**config.mk**
```make
export PLATFORM = sky130hd
export DESIGN_NAME = tt_um_jimktrains_vslc_capture
export DESIGN_NICKNAME = d
export VERILOG_FILES = /design/src/rtl/tt_um_jimktrains_vslc_pkg.sv /design/src/rtl/tt_um_jimktrains_vslc_sync_edge.sv /design/src/rtl/tt_um_jimktrains_vslc_capture.sv
export SDC_FILE = /design/constraint.sdc
export NUM_CORES = 1
export LEC_CHECK = 0
export ABC_AREA = 1
export CORE_MARGIN = 2
export CORE_UTILIZATION = 40
export DETAILED_ROUTE_END_ITERATION = 16
export PLACE_DENSITY_LB_ADDON = 0.08
export REMOVE_ABC_BUFFERS = 1
export SYNTH_ARGS = -nofsm -noshare
export SYNTH_HDL_FRONTEND = slang
export SYNTH_SLANG_ARGS = --single-unit
```
**constraint.sdc**
```tcl
create_clock -name clk -period 2 [get_ports clk]
set_input_delay 0.6 -clock clk [delete_from_list [all_inputs] [get_ports clk]]
set_output_delay 0.6 -clock clk [all_outputs]
set_load 0.05 [all_outputs]
```
**src/rtl/tt_um_jimktrains_vslc_pkg.sv**
```systemverilog
// Shared VSLC definitions: default data width and the capture FSM state encoding.
package tt_um_jimktrains_vslc_pkg;

  localparam int VSLC_WIDTH = 16;

  typedef enum logic [1:0] {
    IDLE = 2'd0,
    SYNC = 2'd1,
    HIGH = 2'd2,
    LOW  = 2'd3
  } capture_state_t;

endpackage

```
**src/rtl/tt_um_jimktrains_vslc_sync_edge.sv**
```systemverilog
// Multi-flop synchronizer for an asynchronous VSLC input, followed by an
// edge-detect flop producing one-clk rise/fall strobes on the synchronized level.
module tt_um_jimktrains_vslc_sync_edge #(
  parameter int SYNC_STAGES = 2
) (
  input  logic clk,
  input  logic din,
  output logic rise,
  output logic fall
);

  generate
    if (SYNC_STAGES < 2) begin : g_bad_stages
      $error("SYNC_STAGES must be at least 2");
    end
  endgenerate

  logic [SYNC_STAGES-1:0] sync_q;
  logic                   level_prev;

  // NOTE: no reset here on purpose; these flops keep tracking the pin through
  // reset so the first strobe after reset reflects a real edge, not a reset artefact.
  always_ff @(posedge clk) begin
    sync_q     <= {sync_q[SYNC_STAGES-2:0], din};
    level_prev <= sync_q[SYNC_STAGES-1];
  end

  assign rise = sync_q[SYNC_STAGES-1] & ~level_prev;
  assign fall = ~sync_q[SYNC_STAGES-1] & level_prev;

endmodule

```
**src/rtl/tt_um_jimktrains_vslc_capture.sv**
```systemverilog
// Pulse-width capture: measures high/low phase lengths of capture_in in timer_clk
// ticks, reporting ticks-minus-one so a looped-back VSLC timer reads its periods.
module tt_um_jimktrains_vslc_capture
  import tt_um_jimktrains_vslc_pkg::*;
#(
  parameter int WIDTH       = VSLC_WIDTH,
  parameter int SYNC_STAGES = 2
) (
  input  logic             clk,
  input  logic             rst_n,
  input  logic             timer_clk,
  input  logic             capture_in,
  input  logic             capture_enabled,
  output logic [WIDTH-1:0] high_period,
  output logic [WIDTH-1:0] low_period,
  output logic             high_overflow,
  output logic             low_overflow,
  output logic             capture_valid
);

  localparam logic [WIDTH-1:0] COUNT_MAX = '1;

  capture_state_t   state;
  logic             timer_clk_prev;
  logic             tick;
  logic             in_rise;
  logic             in_fall;
  logic [WIDTH-1:0] counter;
  logic [WIDTH-1:0] counter_next;
  logic             seen_tick;
  logic             seen_tick_next;
  logic             sat;
  logic             sat_next;
  logic             have_high;

  tt_um_jimktrains_vslc_sync_edge #(
    .SYNC_STAGES(SYNC_STAGES)
  ) u_sync_edge (
    .clk (clk),
    .din (capture_in),
    .rise(in_rise),
    .fall(in_fall)
  );

  always_ff @(posedge clk) begin
    timer_clk_prev <= timer_clk;
  end

  assign tick = timer_clk & ~timer_clk_prev;

  // In-phase counting: the first tick only arms the phase, later ticks count up
  // and stick at COUNT_MAX once one more tick would have wrapped.
  // NOTE: every always_comb output gets a default first so no latch is inferred.
  always_comb begin
    counter_next   = counter;
    seen_tick_next = seen_tick;
    sat_next       = sat;
    if (tick) begin
      if (!seen_tick) begin
        seen_tick_next = 1'b1;
      end else if (counter == COUNT_MAX) begin
        sat_next = 1'b1;
      end else begin
        counter_next = counter + WIDTH'(1);
      end
    end
  end

  // NOTE: reset is synchronous and shares the clear path with capture_enabled=0;
  // all state uses non-blocking assignments so every flop samples the old values.
  always_ff @(posedge clk) begin
    if (!rst_n || !capture_enabled) begin
      state         <= IDLE;
      counter       <= '0;
      seen_tick     <= 1'b0;
      sat           <= 1'b0;
      have_high     <= 1'b0;
      high_period   <= '0;
      low_period    <= '0;
      high_overflow <= 1'b0;
      low_overflow  <= 1'b0;
      capture_valid <= 1'b0;
    end else begin
      capture_valid <= 1'b0;
      unique case (state)
        IDLE: state <= SYNC;

        SYNC: begin
          if (in_rise || in_fall) begin
            state     <= in_rise ? HIGH : LOW;
            counter   <= '0;
            seen_tick <= tick;
            sat       <= 1'b0;
          end
        end

        HIGH: begin
          if (in_fall) begin
            // Edge wins over a coincident tick, which opens the new phase instead.
            high_period   <= counter;
            high_overflow <= sat;
            have_high     <= 1'b1;
            state         <= LOW;
            counter       <= '0;
            seen_tick     <= tick;
            sat           <= 1'b0;
          end else begin
            counter   <= counter_next;
            seen_tick <= seen_tick_next;
            sat       <= sat_next;
          end
        end

        LOW: begin
          if (in_rise) begin
            low_period    <= counter;
            low_overflow  <= sat;
            capture_valid <= have_high;
            state         <= HIGH;
            counter       <= '0;
            seen_tick     <= tick;
            sat           <= 1'b0;
          end else begin
            counter   <= counter_next;
            seen_tick <= seen_tick_next;
            sat       <= sat_next;
          end
        end
      endcase
    end
  end

endmodule

```
==> flow_summary.yaml <==
synth:
  synth_top_area_cell: "dfxtp_1"
  yosys_most_used_dff: "dfxtp_1"
  yosys_register_bits: 60
  synth_cell_types: 26
  netlist_instances: 379
  synth_area_um2: 2740
  synth_area_per_cell_um2: 7.22
  synthTopCellsByArea: "dfxtp_1, nand2_1, a21oi_1, nand3_1, o21ai_0"
  yosysSeqAreaShare: 0.439
  synth-async-reset-ratio: 0
  synth_warnings: 0
  synth.top_cell.area_share: 0.439
  synth_edf_count: 0
layout:
  fillers: 682
  final_nets: 435
  layout-drive-gt1-share: 0.227
  area_growth_pct: 23.0
  layout_commonest_cell: "nand2_1"
  final_cell_mix: "nand2_1, dfxtp_1, buf_4"
  num_antenna_cells: 0
setup_path:
  worstPathMaxFanout: 3
  critical_path_arrival_ps: 2070
  setup.worst_path.class: "in2reg"
  startpoint: "timer_clk"
  rr_startpoint: "counter[1]"
  crit_required_ps: 2260
  critPathCaptureType: "register"
  ff2ff_setup_slack_ps: 270
  cp-start-kind: "input port"
global_routing:
  grt_pass1_vias: 2305
  grt-ovfl-total: 0
  antenna_found_initial: 0
  grt_pass1_wl_um: 11000
  grt_max_degree: 32
  track_usage: 0.190
sta:
  hold_viol_final: 0
  rsz0062_at_grt: "no"
  timing.slew.headroom: 0.680
  whs_ps: 331
  fin_crit_ps: 1800
  fmax_mhz: 555
  skew_ps: 7.67
  worst_pin_slew_ps: 479
  setup_viol: 0
  fin_crit_sh: 0.902
  slew_violations: 0
  fin_setup_tns_ps: 0
routing:
  ant_nets: 0
  wire_per_inst_um: 13.3
  drtIter0Drc: 96
  wl_um: 6820
  remaining_drc_errors: 0
  dr.pass1.iters: 5
  via_per_inst: 5.02
  vias: 2570
die:
  die_w_um: 86.7
  core.rowCount: 30
  die-area_um2: 7520
  fp.dieH_um: 86.7
  core_area_um2: 6720
  start_util: 0.407
  io-pin-count: 40
clocking:
  cts_made_buffers: 9
  numClockSinks: 60
  clockBufferDepth: 2
  cts_tree: "done"
  h-tree-depth: 3
  clkTransAtPathRegs_ps: 70
  clk_latency_ps: 340
  clock_tree.root_cell: "clkbuf_8"
placement:
  port_buffers: 39
  hpwl_um: 4750
  place_congestion: 0.884
power_and_ir_drop:
  vdd_drop_max_uv: 348
  p_leak_nw: 1.30
  cellPowerDensity_nw_per_um2: 669
  power_mw: 2.25
hold_path:
  worstHoldStart: "u_sync_edge.sync_q[0]"
  hp-class: "reg2reg"
job:
  drv_cap: 0
outcome:
  status: "finished clean"
[repair_timing]
item	CTS	global route
setup buffers	0	0
endpoints found under the setup margin	0	1
gates resized for setup	0	1
hold buffers	0	0
[final timing paths]
check,end,depth (start not counted)
worst max-delay path,counter[7],8
worst min-delay path,u_sync_edge.sync_q[1],0
worst max register to register,counter[4],8
worst min register to register,u_sync_edge.sync_q[1],0
[metal layers]
| layer | vias up | part of all wire | routed length, um | track usage |
|---|---|---|---|---|
| met4 | 0 | 0.012 | 85 | 0.0753 |
| met1 | 1165 | 0.50 | 3400 | 0.261 |
| li1 | 1337 | - | - | - |
| met3 | 11 | 0.040 | 270 | 0.0467 |
| met2 | 57 | 0.45 | 3060 | 0.287 |
| met5 | - | 0 | 0 | 0 |
[critical path, cell delays in order]
cell	delay, ps
clkdlybuf4s50_1	470
inv_1	40
nor2_1	190
nand2_1	150
nor2_2	190
o21ai_2	100
nand3b_1	160
a21oi_1	160
[kinds of logic (layout without fill, tap and decap cells)]
logic type	after synthesis	in the layout	share of synthesized area
adder cells (fa/ha/maj)	3	3	0.0137
flip-flops	60	60	0.439
AND/OR/NAND/NOR	184	184	0.317
AO/OA/AOI/OAI	80	80	0.153
buffers and inverters	52	105	0.0782
[cells in the mapped netlist, types with 4 or more instances]
cell and count:
clkbuf_1 10, nand2_2 8, inv_1 29, nand2_4 4
a21oi_1 46, nor2_2 5, nand2_1 82, dfxtp_1 60
nand3_1 38, inv_2 7, nor2_1 31, o21ai_0 26
nor2_4 4, nand4_1 6
[sequential cells by signal (all words and copies together) (netlist names)]
register and flops:
seen_tick 1, timer_clk_prev 1, state 2, low_overflow 1
have_high 1, u_sync_edge.sync_q 2, low_period 16, u_sync_edge.level_prev 1
high_period 16, counter 16, capture_valid 1, high_overflow 1
sat 1
[metrics by stage]
| stage | setup WS (ps) | util | cell area (um^2) | instances |
|---|---|---|---|---|
| 6_report | 197 | 0.501 | 3370 | 512 |
| 5_1_grt | 10.7 | 0.501 | 3370 | 512 |
| 4_1_cts | 158 | 0.500 | 3360 | 512 |
| 3_5_place_dp | -134 | 0.475 | 3190 | 496 |
| 3_3_place_gp | -109 | 0.475 | 3190 | 496 |
| 2_1_floorplan | 95.7 | - | 2660 | 363 |
[area by class of cell]
cell class | count | area [um^2] | share of cell area
inverter | 36 | 135 | 0.0401
sequential | 60 | 1200 | 0.357
timing repair buffer | 53 | 433 | 0.129
multi-input combinational | 267 | 1330 | 0.395
clock inverter | 7 | 43.8 | 0.0130
tap | 80 | 100 | 0.0297
clock buffer | 9 | 124 | 0.0368
[where the power goes]
group | switching, mW | internal, mW
Combinational | 0.0697 | 0.0377
Clock | 0.498 | 0.441
Sequential | 0.00585 | 1.20
(Power assumes the default switching activity.)
